==> config.mk <==
export PLATFORM = sky130hd
export DESIGN_NAME = step_period_meter_flat
export DESIGN_NICKNAME = d
export VERILOG_FILES = /design/src/rtl/qs_pkg.sv /design/src/rtl/step_period_meter_if.sv /design/src/rtl/edge_detector.sv /design/src/rtl/step_period_meter.sv /design/src/flat_wrapper.sv
export SDC_FILE = /design/constraint.sdc
export NUM_CORES = 1
export LEC_CHECK = 0
export ABC_AREA = 1
export BUFFER_PORTS_ARGS = -buffer_cell sky130_fd_sc_hd__clkbuf_2
export CORE_MARGIN = 1
export CORE_UTILIZATION = 50
export CTS_CLUSTER_SIZE = 25
export DETAILED_ROUTE_END_ITERATION = 16
export PLACE_DENSITY = 0.88
export SYNTH_ARGS = -nofsm -noshare
export SYNTH_HDL_FRONTEND = slang
export SYNTH_SLANG_ARGS = --single-unit
==> constraint.sdc <==
create_clock -name clk -period 1.9 [get_ports clk]
set_input_delay 0.095 -clock clk [delete_from_list [all_inputs] [get_ports clk]]
set_output_delay 0.095 -clock clk [all_outputs]
set_load 0.01 [all_outputs]
==> src/rtl/qs_pkg.sv <==
// Shared definitions for the step-channel monitor blocks: FSM state encoding
// and default widths.
package qs_pkg;

    localparam int DEFAULT_COUNT_BITS  = 32;
    localparam int DEFAULT_SYNC_STAGES = 2;

    // Measurement FSM states, also exported on the debug state output.
    typedef enum logic [1:0] {
        IDLE       = 2'd0,
        WAIT_FIRST = 2'd1,
        MEASURE    = 2'd2
    } state_t;

endpackage : qs_pkg

==> src/rtl/step_period_meter_if.sv <==
// Control/result bundle of the step period meter.
//
// Handshake: there is no backpressure. period_valid is a one-cycle strobe
// raised by the meter (slave) in the cycle period carries a new measurement;
// the consumer (master) must sample it in that cycle. enable, step_in and
// timeout_limit are plain levels driven by the master.
interface step_period_meter_if
    import qs_pkg::*;
#(
    parameter int COUNT_BITS = DEFAULT_COUNT_BITS
);
    logic                  enable;
    logic                  step_in;
    logic [COUNT_BITS-1:0] timeout_limit;
    logic [COUNT_BITS-1:0] period;
    logic                  period_valid;
    logic                  timeout;
    state_t                dbg_state;

    modport master (
        output enable, step_in, timeout_limit,
        input  period, period_valid, timeout, dbg_state
    );

    modport slave (
        input  enable, step_in, timeout_limit,
        output period, period_valid, timeout, dbg_state
    );
endinterface : step_period_meter_if

==> src/rtl/edge_detector.sv <==
// Synchronizes an asynchronous input and produces a registered one-cycle
// strobe on each synchronized rising edge.
module edge_detector
    import qs_pkg::*;
#(
    parameter int SYNC_STAGES = DEFAULT_SYNC_STAGES
) (
    input  logic clk,
    input  logic rst_n,
    input  logic sig_i,
    output logic edge_o
);
    logic [SYNC_STAGES-1:0] sync_q;
    logic                   hist_q;
    logic                   edge_q;

    // Synchronizer chain, history flop and registered edge strobe; these run
    // regardless of the measurement state so a level already high at enable
    // never looks like a fresh edge.
    always_ff @(posedge clk or negedge rst_n) begin
        if (!rst_n) begin
            sync_q <= '0;
            hist_q <= 1'b0;
            edge_q <= 1'b0;
        end else begin
            sync_q <= {sync_q[SYNC_STAGES-2:0], sig_i};
            hist_q <= sync_q[SYNC_STAGES-1];
            edge_q <= sync_q[SYNC_STAGES-1] & ~hist_q;
        end
    end

    assign edge_o = edge_q;

endmodule : edge_detector

==> src/rtl/step_period_meter.sv <==
// Measures the number of clk cycles between consecutive synchronized rising
// edges of step_in. A silent input is declared stopped after timeout_limit
// cycles (or on counter saturation), which forces period to 0.
module step_period_meter
    import qs_pkg::*;
#(
    parameter int COUNT_BITS  = DEFAULT_COUNT_BITS,
    parameter int SYNC_STAGES = DEFAULT_SYNC_STAGES
) (
    input  logic                clk,
    input  logic                rst_n,
    step_period_meter_if.slave  bus
);
    localparam logic [COUNT_BITS-1:0] CNT_MAX = '1;
    localparam logic [COUNT_BITS-1:0] CNT_ONE = {{(COUNT_BITS-1){1'b0}}, 1'b1};

    state_t                state_q, state_d;
    logic [COUNT_BITS-1:0] cnt_q, cnt_d;
    logic [COUNT_BITS-1:0] period_q, period_d;
    logic                  valid_q, valid_d;
    logic                  timeout_q, timeout_d;

    logic                  edge_s;
    logic                  enable_s;
    logic [COUNT_BITS-1:0] limit_s;
    logic                  limit_hit;

    assign enable_s = bus.enable;
    assign limit_s  = bus.timeout_limit;

    edge_detector #(
        .SYNC_STAGES (SYNC_STAGES)
    ) u_edge (
        .clk    (clk),
        .rst_n  (rst_n),
        .sig_i  (bus.step_in),
        .edge_o (edge_s)
    );

    // A zero limit disables the programmable timeout; saturation always ends
    // the measurement so the counter can never wrap.
    assign limit_hit = ((limit_s != '0) && (cnt_q == limit_s)) || (cnt_q == CNT_MAX);

    // State register.
    always_ff @(posedge clk or negedge rst_n) begin
        if (!rst_n) begin
            state_q <= IDLE;
        end else begin
            state_q <= state_d;
        end
    end

    // Next-state logic; dropping enable returns to IDLE from anywhere.
    always_comb begin
        state_d = state_q;
        if (!enable_s) begin
            state_d = IDLE;
        end else begin
            case (state_q)
                IDLE:       state_d = WAIT_FIRST;
                WAIT_FIRST: if (edge_s) state_d = MEASURE;
                MEASURE:    if (!edge_s && limit_hit) state_d = WAIT_FIRST;
                default:    state_d = IDLE;
            endcase
        end
    end

    // Datapath next values; an edge takes priority over a coincident timeout.
    always_comb begin
        cnt_d     = cnt_q;
        period_d  = period_q;
        valid_d   = 1'b0;
        timeout_d = timeout_q;
        if (!enable_s) begin
            cnt_d     = '0;
            timeout_d = 1'b0;
        end else begin
            case (state_q)
                IDLE: begin
                    cnt_d     = '0;
                    timeout_d = 1'b0;
                end
                WAIT_FIRST: begin
                    cnt_d = '0;
                    if (edge_s) begin
                        cnt_d     = CNT_ONE;
                        timeout_d = 1'b0;
                    end
                end
                MEASURE: begin
                    if (edge_s) begin
                        period_d = cnt_q;
                        valid_d  = 1'b1;
                        cnt_d    = CNT_ONE;
                    end else if (limit_hit) begin
                        period_d  = '0;
                        timeout_d = 1'b1;
                        cnt_d     = '0;
                    end else begin
                        cnt_d = cnt_q + CNT_ONE;
                    end
                end
                default: begin
                    cnt_d = '0;
                end
            endcase
        end
    end

    // Counter and output registers.
    always_ff @(posedge clk or negedge rst_n) begin
        if (!rst_n) begin
            cnt_q     <= '0;
            period_q  <= '0;
            valid_q   <= 1'b0;
            timeout_q <= 1'b0;
        end else begin
            cnt_q     <= cnt_d;
            period_q  <= period_d;
            valid_q   <= valid_d;
            timeout_q <= timeout_d;
        end
    end

    assign bus.period       = period_q;
    assign bus.period_valid = valid_q;
    assign bus.timeout      = timeout_q;
    assign bus.dbg_state    = state_q;

endmodule : step_period_meter
==> src/flat_wrapper.sv <==
// flat-port wrapper written by rule: the top's interface ports become plain ports
module step_period_meter_flat import qs_pkg::*;
#(
    parameter int COUNT_BITS  = DEFAULT_COUNT_BITS,
    parameter int SYNC_STAGES = DEFAULT_SYNC_STAGES
)
  (clk, rst_n, bus_enable, bus_step_in, bus_timeout_limit, bus_period, bus_period_valid, bus_timeout, bus_dbg_state);
  step_period_meter_if #(.COUNT_BITS(COUNT_BITS)) bus_i ();
  input  logic clk;
  input  logic rst_n;
  input wire logic [$bits(bus_i.enable)-1:0] bus_enable;
  input wire logic [$bits(bus_i.step_in)-1:0] bus_step_in;
  input wire logic [$bits(bus_i.timeout_limit)-1:0] bus_timeout_limit;
  output wire logic [$bits(bus_i.period)-1:0] bus_period;
  output wire logic [$bits(bus_i.period_valid)-1:0] bus_period_valid;
  output wire logic [$bits(bus_i.timeout)-1:0] bus_timeout;
  output wire logic [$bits(bus_i.dbg_state)-1:0] bus_dbg_state;
  assign bus_i.enable = bus_enable;
  assign bus_i.step_in = bus_step_in;
  assign bus_i.timeout_limit = bus_timeout_limit;
  assign bus_period = bus_i.period;
  assign bus_period_valid = bus_i.period_valid;
  assign bus_timeout = bus_i.timeout;
  assign bus_dbg_state = bus_i.dbg_state;
  step_period_meter #(.COUNT_BITS(COUNT_BITS), .SYNC_STAGES(SYNC_STAGES)) u_core (.clk(clk), .rst_n(rst_n), .bus(bus_i));
endmodule
## After elaboration in Yosys (flattened, before gate mapping)

Cells that the tools add are included.

- $add $sub $neg: 1
- Equality and inequality tests: 9
- Mux-type cells: 19
- Bitwise gates (word level): 2
- Reductions and logical operators: 10

Operators with widths:

| operator | number |
|---|---|
| $mux 32 | 5 |
| $pmux 32 s2 | 1 |
| $add 32x1->32 const B | 1 |
| $eq 32x32->1 | 1 |
| $eq 32x32->1 const B | 1 |
| $reduce_bool 32->1 | 1 |
| $mux 1 | 8 |
| $mux 2 | 3 |
| $ne 3x2->1 const B | 2 |
| $ne 3x3->1 const B | 2 |
| $pmux 2 s3 | 1 |
| $ne 4x1->1 const B | 1 |
| $reduce_and 4->1 | 1 |
| $pmux 1 s3 | 1 |
| $reduce_and 3->1 | 1 |
| $eq 2x1->1 const B | 1 |
| $eq 2x2->1 const B | 1 |
| $logic_and 1x1->1 | 2 |
| $logic_not 2->1 | 1 |
| $reduce_and 2->1 | 1 |
| $reduce_bool 2->1 | 1 |
| $and 1x1->1 | 1 |
| $logic_not 1->1 | 1 |
| $logic_or 1x1->1 | 1 |
| $not 1->1 | 1 |

- Register bits: 72
- Input bits: 36
- Output and inout port bits: 36
- Logic and storage cells: 49

## Longest topological paths before layout

Gate-level depths: netlist of run 1.

- Depth in word-level cells: 7
- Mapped depth: 13
- Mapped depth without buffers: 12

## Modules after synthesis

Synthesis of run 1 repeated with hierarchy kept, for this count alone.

- Cells, all modules: 478
- Area, all modules: 3822.4 sq um

Modules (own cells, without submodules):

| module | instances | cells each | area each (sq um) | sequential area each (sq um) |
|---|---|---|---|---|
| step_period_meter | 1 | 472 | 3712.3 | 1701.6 |
| edge_detector | 1 | 6 | 110.1 | 100.1 |

## Worst setup path before layout of run 1

No wires, ideal clock.

- Path kind: register to register
- Start: register u_core.cnt_q[0]
- End: register u_core.period_q[10], in the netlist u_core.bus.period[10]
- Library setup time: 130 ps
- Arrival time: 1647 ps
- Data required time: 1770 ps
- Setup slack: 123 ps
- Stages on the path, launching flop included: 14
- Buffers on the path: 1
- Clock period less this slack: 1777 ps
- Path through: dfrtp_1 > ha_1 > nand2_2 > nor2_4 > nand2_2 > nor2_2 > nand3_1 > nor2_1 > nand3_2 > nand3_2 > nand2_2 > buf_6 > nand2_1 > o21ai_1

- Word-level cells in the longest chain between the ends: 5
- Elaborated cells on any way between the ends: 6
- Classes of those cells: 2 x eq/ne; 4 x reduce/logical

Ends and longest elaborated chain:

| what | line | text |
|---|---|---|
| start, declared | step_period_meter.sv:18 | `logic [COUNT_BITS-1:0] cnt_q, cnt_d;` |
| start signal, assigned | step_period_meter.sv:118 | `cnt_q <= cnt_d;` |
| $eq 32x32->1 | step_period_meter.sv:42 | `assign limit_hit = ((limit_s != '0) && (cnt_q == limit_s)) \|\| (cnt_q == CNT_MAX);` |
| $logic_and 1x1->1 | step_period_meter.sv:42 |  |
| $logic_or 1x1->1 (*) | step_period_meter.sv:42 |  |
| $reduce_bool 2->1 (no source line) (*) | - |  |
| $reduce_and 3->1 (no source line) (*) | - |  |
| end signal, assigned | step_period_meter.sv:119 | `period_q <= period_d;` |
| end, declared | step_period_meter.sv:19 | `logic [COUNT_BITS-1:0] period_q, period_d;` |

Every way passes the cells marked *; elsewhere a longest branch is shown, timed or not.
A chain may end at the register's enable or synchronous reset.

## Worst setup path in the final report of run 1

- Start: register u_core.cnt_q[9]
- End: register u_core.period_q[11], in the netlist u_core.bus.period[11]

The elaborated chain is that of the path after synthesis.

==> out/metrics.yaml, run 1 <==
placed_design:
  dp.cells: 661
  gp_congestion: 0.9327
  hpwl_um: 6914
  dp_slack_ns: -0.06236
  port_buffers: 71
  place_area_sq_mm: 0.004431
synthesis:
  syn-num-nets: 525
  synth_edf_count: 0
  ys_warn_count: 0
  synth_ff_type: "dfrtp_1"
  synth_xor_area_frac: 0.1050
  synth_area_leaders: "dfrtp_1 47%, nand2_1 13%, nor2_1 7.4%"
  synthSimpleGateAreaFrac: 0.2925
  synth-compound-area-share: 0.04630
  synth-adder-area-share: 0.01630
  ys_seq_elements: 72
  ys_seq_area_frac: 0.4695
  synth_cells: 484
  async_flop_share: 1.000
  ys_top_cells_by_count: "128 x nand2_1, 76 x nor2_1, 72 x dfrtp_1"
  yosysUniqueCellTypes: 27
  synth_top_family_by_area: "simple AND/OR/NAND/NOR gates"
  syn_area_sq_mm: 0.003837
  synthDominantCellAreaShare: 0.4695
  synthMuxAreaShare: 0
  yosysTopAreaCell: "dfrtp_1"
  avgSynthCellArea_sq_um: 7.929
  synth_most_common_cell: "nand2_1"
timing:
  slew_headroom: 0.7423
  whs_ns: 0.05107
  worstMarginPinSlew_ns: 0.3866
  clock.fmax_mhz: 472.6
  worst_slack_ns: -0.2159
  skew_ns: 0.01254
  hold_viol: 0
  slew_violations: 0
  setup_violations: 67
  rsz0062_at_grt: "yes"
  timing.final.crit_share: 1.114
  post-route-min-period_ns: 2.116
worst_setup_path:
  end_kind: "flop"
  cp_cell_sequence: "nand4_1, nor2_4, nand3_2, nor2_2, nand3_2, nand3_4, nand2_8, buf_16, nand2_2, nand2_2"
  crit_arrival_ns: 2.37
  start_kind: "flop"
  critical_path_class: "flop to flop"
  slowest_stage: "dfrtp_1"
  required_ns: 2.15
  crit_fanout: 6
  slowest_delay_ns: 0.49
layout:
  finalNetCount: 635
  drive_above_1_share: 0.3940
  area_growth_syn_to_layout_pct: 42.06
  layout.cells.non_filler: 698
  nFillCells: 473
  fin_area_sq_mm: 0.005451
  diodes: 0
global_route:
  grt_pass1_vias: 3604
  grt_max_degree: 73
  grt_use_total: 0.2834
  grt_remaining_overflow: 0
  antenna_found_initial: 0
  grt_pass1_wl_um: 16820
drt:
  drtPass1Iterations: 7
  antenna_left: 0
  wl_um: 12920
  vias: 4051
  drc: 0
  avgRoutedWirePerCell_um: 18.51
  routed_via_density: 5.804
  drt_iter0_drc: 410
floorplan:
  die_area_sq_mm: 0.008029
  fp.coreArea_sq_mm: 0.007331
  die_x_um: 89.61
  initial_core_util: 0.5235
  die_y_um: 89.61
  num_rows: 31
  io-pin-count: 72
clock_tree:
  htree_levels: 3
  worst_skew_pair.late_latency_ns: 0.37
  clkTransAtPathRegs_ns: 0.08
  cts-root-buf: "clkbuf_8"
  cts_num_sinks: 72
  cts_inserted_buffers: 9
  clockBufferDepth: 2
  cts_tree: "done"
power_and_ir_drop:
  power_density_mw_per_mm2: 678.0
  total_power_mw: 3.696
  vdd_drop_max_mv: 0.4888
  leakage_nw: 2.489
run:
  drv_cap: 0
hold_path:
  hold_class: "input pin to flop"
run_status:
  status: "complete, but fails checks"
  violations: "setup timing"
## kinds of logic (layout without fill, tap and decap cells)
family / Yosys count / count (layout)
simple gates: 262 / 262
flops: 72 / 72
buf+inv: 64 / 179
xor+xnor: 46 / 46
compound gates: 35 / 35
fa+ha+maj: 5 / 5
## state kept, by name (all words and copies together) (netlist names)
register	count
u_core.u_edge.sync_q	2
u_core.cnt_q	32
u_core.bus.dbg_state	2
u_core.bus.period	32
u_core.bus.period_valid	1
u_core.u_edge.edge_o	1
u_core.u_edge.hist_q	1
u_core.bus.timeout	1
## timing repair
action | in CTS | in global routing
hold buffers | 2 | 0
pin swaps | 12 | 18
gates cloned | 3 | 4
gates resized for setup | 48 | 94
hold endpoints to repair | 73 | 0
endpoints found under the setup margin | 63 | 67
setup buffers | 7 | 5
## cell usage in the layout (no fill, tap or decap), drive strengths merged
cell type / synthesis / routed
nand2: 131 / 131
clkbuf: 5 / 84
nor2: 79 / 79
dfrtp: 72 / 72
inv: 53 / 53
buf: 6 / 35
o21ai: 32 / 32
xnor2: 25 / 25
xor2: 21 / 21
nand3: 19 / 19
nor3: 18 / 18
nand4: 12 / 12
ha: 5 / 5
bufinv: 0 / 3
a31oi: 2 / 2
dlygate4sd3: 0 / 2
clkinv: 0 / 2
nor4: 1 / 1
nor4b: 1 / 1
a21oi: 1 / 1
nand3b: 1 / 1
## power by group
part | leakage, nW | switching (mW) | internal [mW]
clock | 0.124 | 0.620 | 0.909
sequential | 0.993 | 0.0370 | 1.56
combinational | 1.37 | 0.343 | 0.227
## area by class of cell
| type | count | area (sq um) | share of cell area |
|---|---|---|---|
| clock inverters | 5 | 103.9 | 0.01905 |
| inverters | 53 | 198.9 | 0.03649 |
| repair buffers | 110 | 839.6 | 0.1540 |
| multi-input cells | 348 | 2240 | 0.4108 |
| flip-flops and latches | 72 | 1804 | 0.3310 |
| well taps | 99 | 123.9 | 0.02272 |
| clock buffers | 11 | 141.4 | 0.02594 |
## worst paths after layout
kind,from,end,cells after the start,slack [ns]
max in group asynchronous,rst_n,u_core.cnt_q[6],3,1.30
setup / recovery,u_core.cnt_q[9],u_core.bus.period[11],10,-0.22
hold / removal,bus_enable,u_core.bus.dbg_state[0],3,0.05
hold reg to reg,u_core.u_edge.sync_q[0],u_core.u_edge.sync_q[1],0,0.35
min in group asynchronous,rst_n,u_core.cnt_q[16],3,0.28
setup reg to reg,u_core.cnt_q[9],u_core.bus.period[11],10,-0.22
## metal layers
layer,part of all wire,global-route usage,vias up
li1,-,-,1738
met1,0.36,0.3391,1923
met2,0.49,0.4780,304
met3,0.095,0.06673,86
met4,0.060,0.1457,0
met5,0,0,-
## worst max-delay path: cells and delay by family (launching register included)
family / cells / cell delay (ns)
AND/OR/NAND/NOR: 9 / 1.31
flip-flops: 1 / 0.49
buffers and inverters: 1 / 0.19
## per-stage QoR
stage | util | setup TNS, ns
3_5_place_dp | 0.6044 | -1.287
6_report | 0.7436 | -10.24
5_1_grt | 0.7436 | -13.82
4_1_cts | 0.6786 | -1.671
3_3_place_gp | 0.6044 | 0
2_1_floorplan | - | 0
(Power assumes the default switching activity.)
==> inputs of run 2 (changes only) <==
- CORE_MARGIN: 1 -> 2
==> out/metrics.yaml, run 2 (synthesis gave the netlist of run 1 again) <==
worst_setup_path:
  start_kind: "flop"
  crit_family: "simple AND/OR/NAND/NOR gates"
  slowest_delay_ns: 0.47  # -0.02 ns
  crit_arrival_ns: 2.32  # -0.05 ns
  crit_fanout: 8  # +2
  cpMostUsedCell: "nand2_1"
  cp_cell_sequence: "inv_2, nand2_1, nand2_1, nand2_1, nor2_1, nand2_1, nor2_1, nand3_2, nand4_1, buf_4, clkbuf_16, nor2_2"
  slowest_stage: "dfrtp_1"
  crit_buf_inv: 3  # +2
  critical_path_class: "flop to flop"
  required_ns: 2.14  # about the same
  end_kind: "flop"
floorplan:
  num_rows: 31  # unchanged
  die_y_um: 91.61  # +2.2%
  die_x_um: 91.61  # +2.2%
  fp.coreArea_sq_mm: 0.007331  # unchanged
  initial_core_util: 0.5235  # unchanged
  die_area_sq_mm: 0.008391  # +4.5%
  io-pin-count: 72  # unchanged
drt:
  vias: 3756  # -7.3%
  avgRoutedWirePerCell_um: 15.94  # -14%
  wl_um: 10990  # -15%
  drtPass1Iterations: 5  # -2
  antenna_left: 0  # unchanged
  drt_iter0_drc: 329  # -20%
  drc: 0  # unchanged
  routed_via_density: 5.451  # -6.1%
timing:
  slew_violations: 0  # unchanged
  post-route-min-period_ns: 2.087  # -0.02879 ns
  clock.fmax_mhz: 479.1  # +1.4%
  rsz0062_at_grt: "yes"
  hold_viol: 0  # unchanged
  skew_ns: 0.01123  # -0.001309 ns
  timing.final.crit_share: 1.098  # -0.01515
  worstMarginPinSlew_ns: 0.3906  # +0.004039 ns
  final.setup.tns_ns: -7.653  # +2.589 ns
  worst_slack_ns: -0.1871  # +0.02879 ns
  slew_headroom: 0.7396  # -0.002693
  setup_violations: 66  # -1.5%
global_route:
  grt_pass1_wl_um: 15680  # -6.8%
  gr-usage-met3: 0.04066  # -0.02606
  grt_use_total: 0.2358  # -0.04756
  grt_max_degree: 73  # unchanged
  grt_pass1_vias: 3403  # -5.6%
  antenna_found_initial: 0  # unchanged
  grt_remaining_overflow: 0  # unchanged
  grt_busiest_layer: "met2"
  met1_usage: 0.3040  # -0.03505
  use_met2: 0.3952  # -0.08274
clock_tree:
  cts_tree: "done"
  cts_inserted_buffers: 9  # unchanged
  clockBufferDepth: 2  # unchanged
  cts-root-buf: "clkbuf_8"
  worst_skew_pair.late_latency_ns: 0.36  # about the same
  clkTransAtPathRegs_ns: 0.08  # about the same
  htree_levels: 3  # unchanged
  cts_num_sinks: 72  # unchanged
layout:
  final_cell_mix: "122 x nand2_1, 70 x clkbuf_2, 69 x dfrtp_1"
  final_core_util: 0.6919  # -0.05172
  diodes: 0  # unchanged
  area_growth_syn_to_layout_pct: 32.18
  drive_above_1_share: 0.3068  # -0.08721
  layout.cells.non_filler: 689  # -1.3%
  finalNetCount: 626  # -1.4%
  layout_commonest_cell: "nand2_1"
  nFillCells: 528  # +12%
placed_design:
  gp_congestion: 0.9267  # -0.64%
  dp.cells: 660  # -0.15%
  dp_slack_ns: -0.05927  # +0.003098 ns
  hpwl_um: 6929  # +0.21%
  port_buffers: 71  # unchanged
power_and_ir_drop:
  leakage_nw: 2.335  # -6.2%
  vdd_drop_max_mv: 0.3723  # -24%
  power_density_mw_per_mm2: 710.0  # +4.7%
hold_path:
  hold_class: "input pin to flop"
run_status:
  status: "complete, but fails checks"
  violations: "setup timing"
run:
  drv_cap: 0  # unchanged
[run 2: final cells by class]
class	count	area [sq um]	area share
inverters	53	198.9	0.03922
multi-input cells	348	2022	0.3986
repair buffers	101	676.9	0.1334
clock inverters	5	103.9	0.02047
well taps	99	123.9	0.02442
clock buffers	11	141.4	0.02787
flip-flops and latches	72	1805	0.3559
[run 2: worst register-to-register path: stages, from the launching register on]
cell       delay [ns]
dfrtp_1          0.47
inv_2            0.15
nand2_1          0.06
nand2_1          0.07
nand2_1          0.06
nor2_1           0.11
nand2_1          0.06
nor2_1           0.21
nand3_2          0.18
nand4_1          0.20
buf_4            0.18
clkbuf_16        0.18
nor2_2           0.04
[run 2: stage by stage]
stage / cell area [sq um] / power (mW) / hold slack [ns]
6_report: 5072 / 3.602 / 0.06153
5_1_grt: 5072 / 3.736 / 0.05508
4_1_cts: 4691 / 3.514 / 0.03815
3_5_place_dp: 4398 / 2.035 / 0.1538
3_3_place_gp: 4398 / 2.012 / 0.1472
2_1_floorplan: 3837 / 1.854 / -0.2006
[run 2: where the power goes]
group          switching (mW)  total [mW]  internal, mW
Combinational           0.306       0.506         0.200
Clock                   0.594        1.50         0.909
Sequential             0.0321        1.59          1.56
Total                   0.932        3.60          2.67
[run 2: final timing paths]
kind | start | endpoint | slack [ns] | depth (start not counted)
hold reg to reg | u_core.u_edge.sync_q[0] | u_core.u_edge.sync_q[1] | 0.36 | 0
max in group asynchronous | rst_n | u_core.cnt_q[2] | 1.27 | 3
setup / recovery | u_core.cnt_q[14] | u_core.cnt_q[15] | -0.19 | 12
min in group asynchronous | rst_n | u_core.cnt_q[22] | 0.29 | 3
hold / removal | bus_enable | u_core.cnt_q[0] | 0.06 | 3
setup reg to reg | u_core.cnt_q[14] | u_core.cnt_q[15] | -0.19 | 12
[run 2: repair_timing]
item                                   4_1_cts  5_1_grt
gates resized for setup                      5       75
hold buffers                                 2        0
setup endpoints to repair                   59       67
endpoints found under the hold margin       73        0
gates cloned                                 0        3
buffers inserted                             1        7
pin swaps                                    1       18
[run 2: routing by layer]
| layer | part of all wire | up-vias |
|---|---|---|
| met1 | 0.39 | 1779 |
| met3 | 0.081 | 42 |
| met5 | 0 | - |
| li1 | - | 1724 |
| met4 | 0.039 | 0 |
| met2 | 0.49 | 211 |
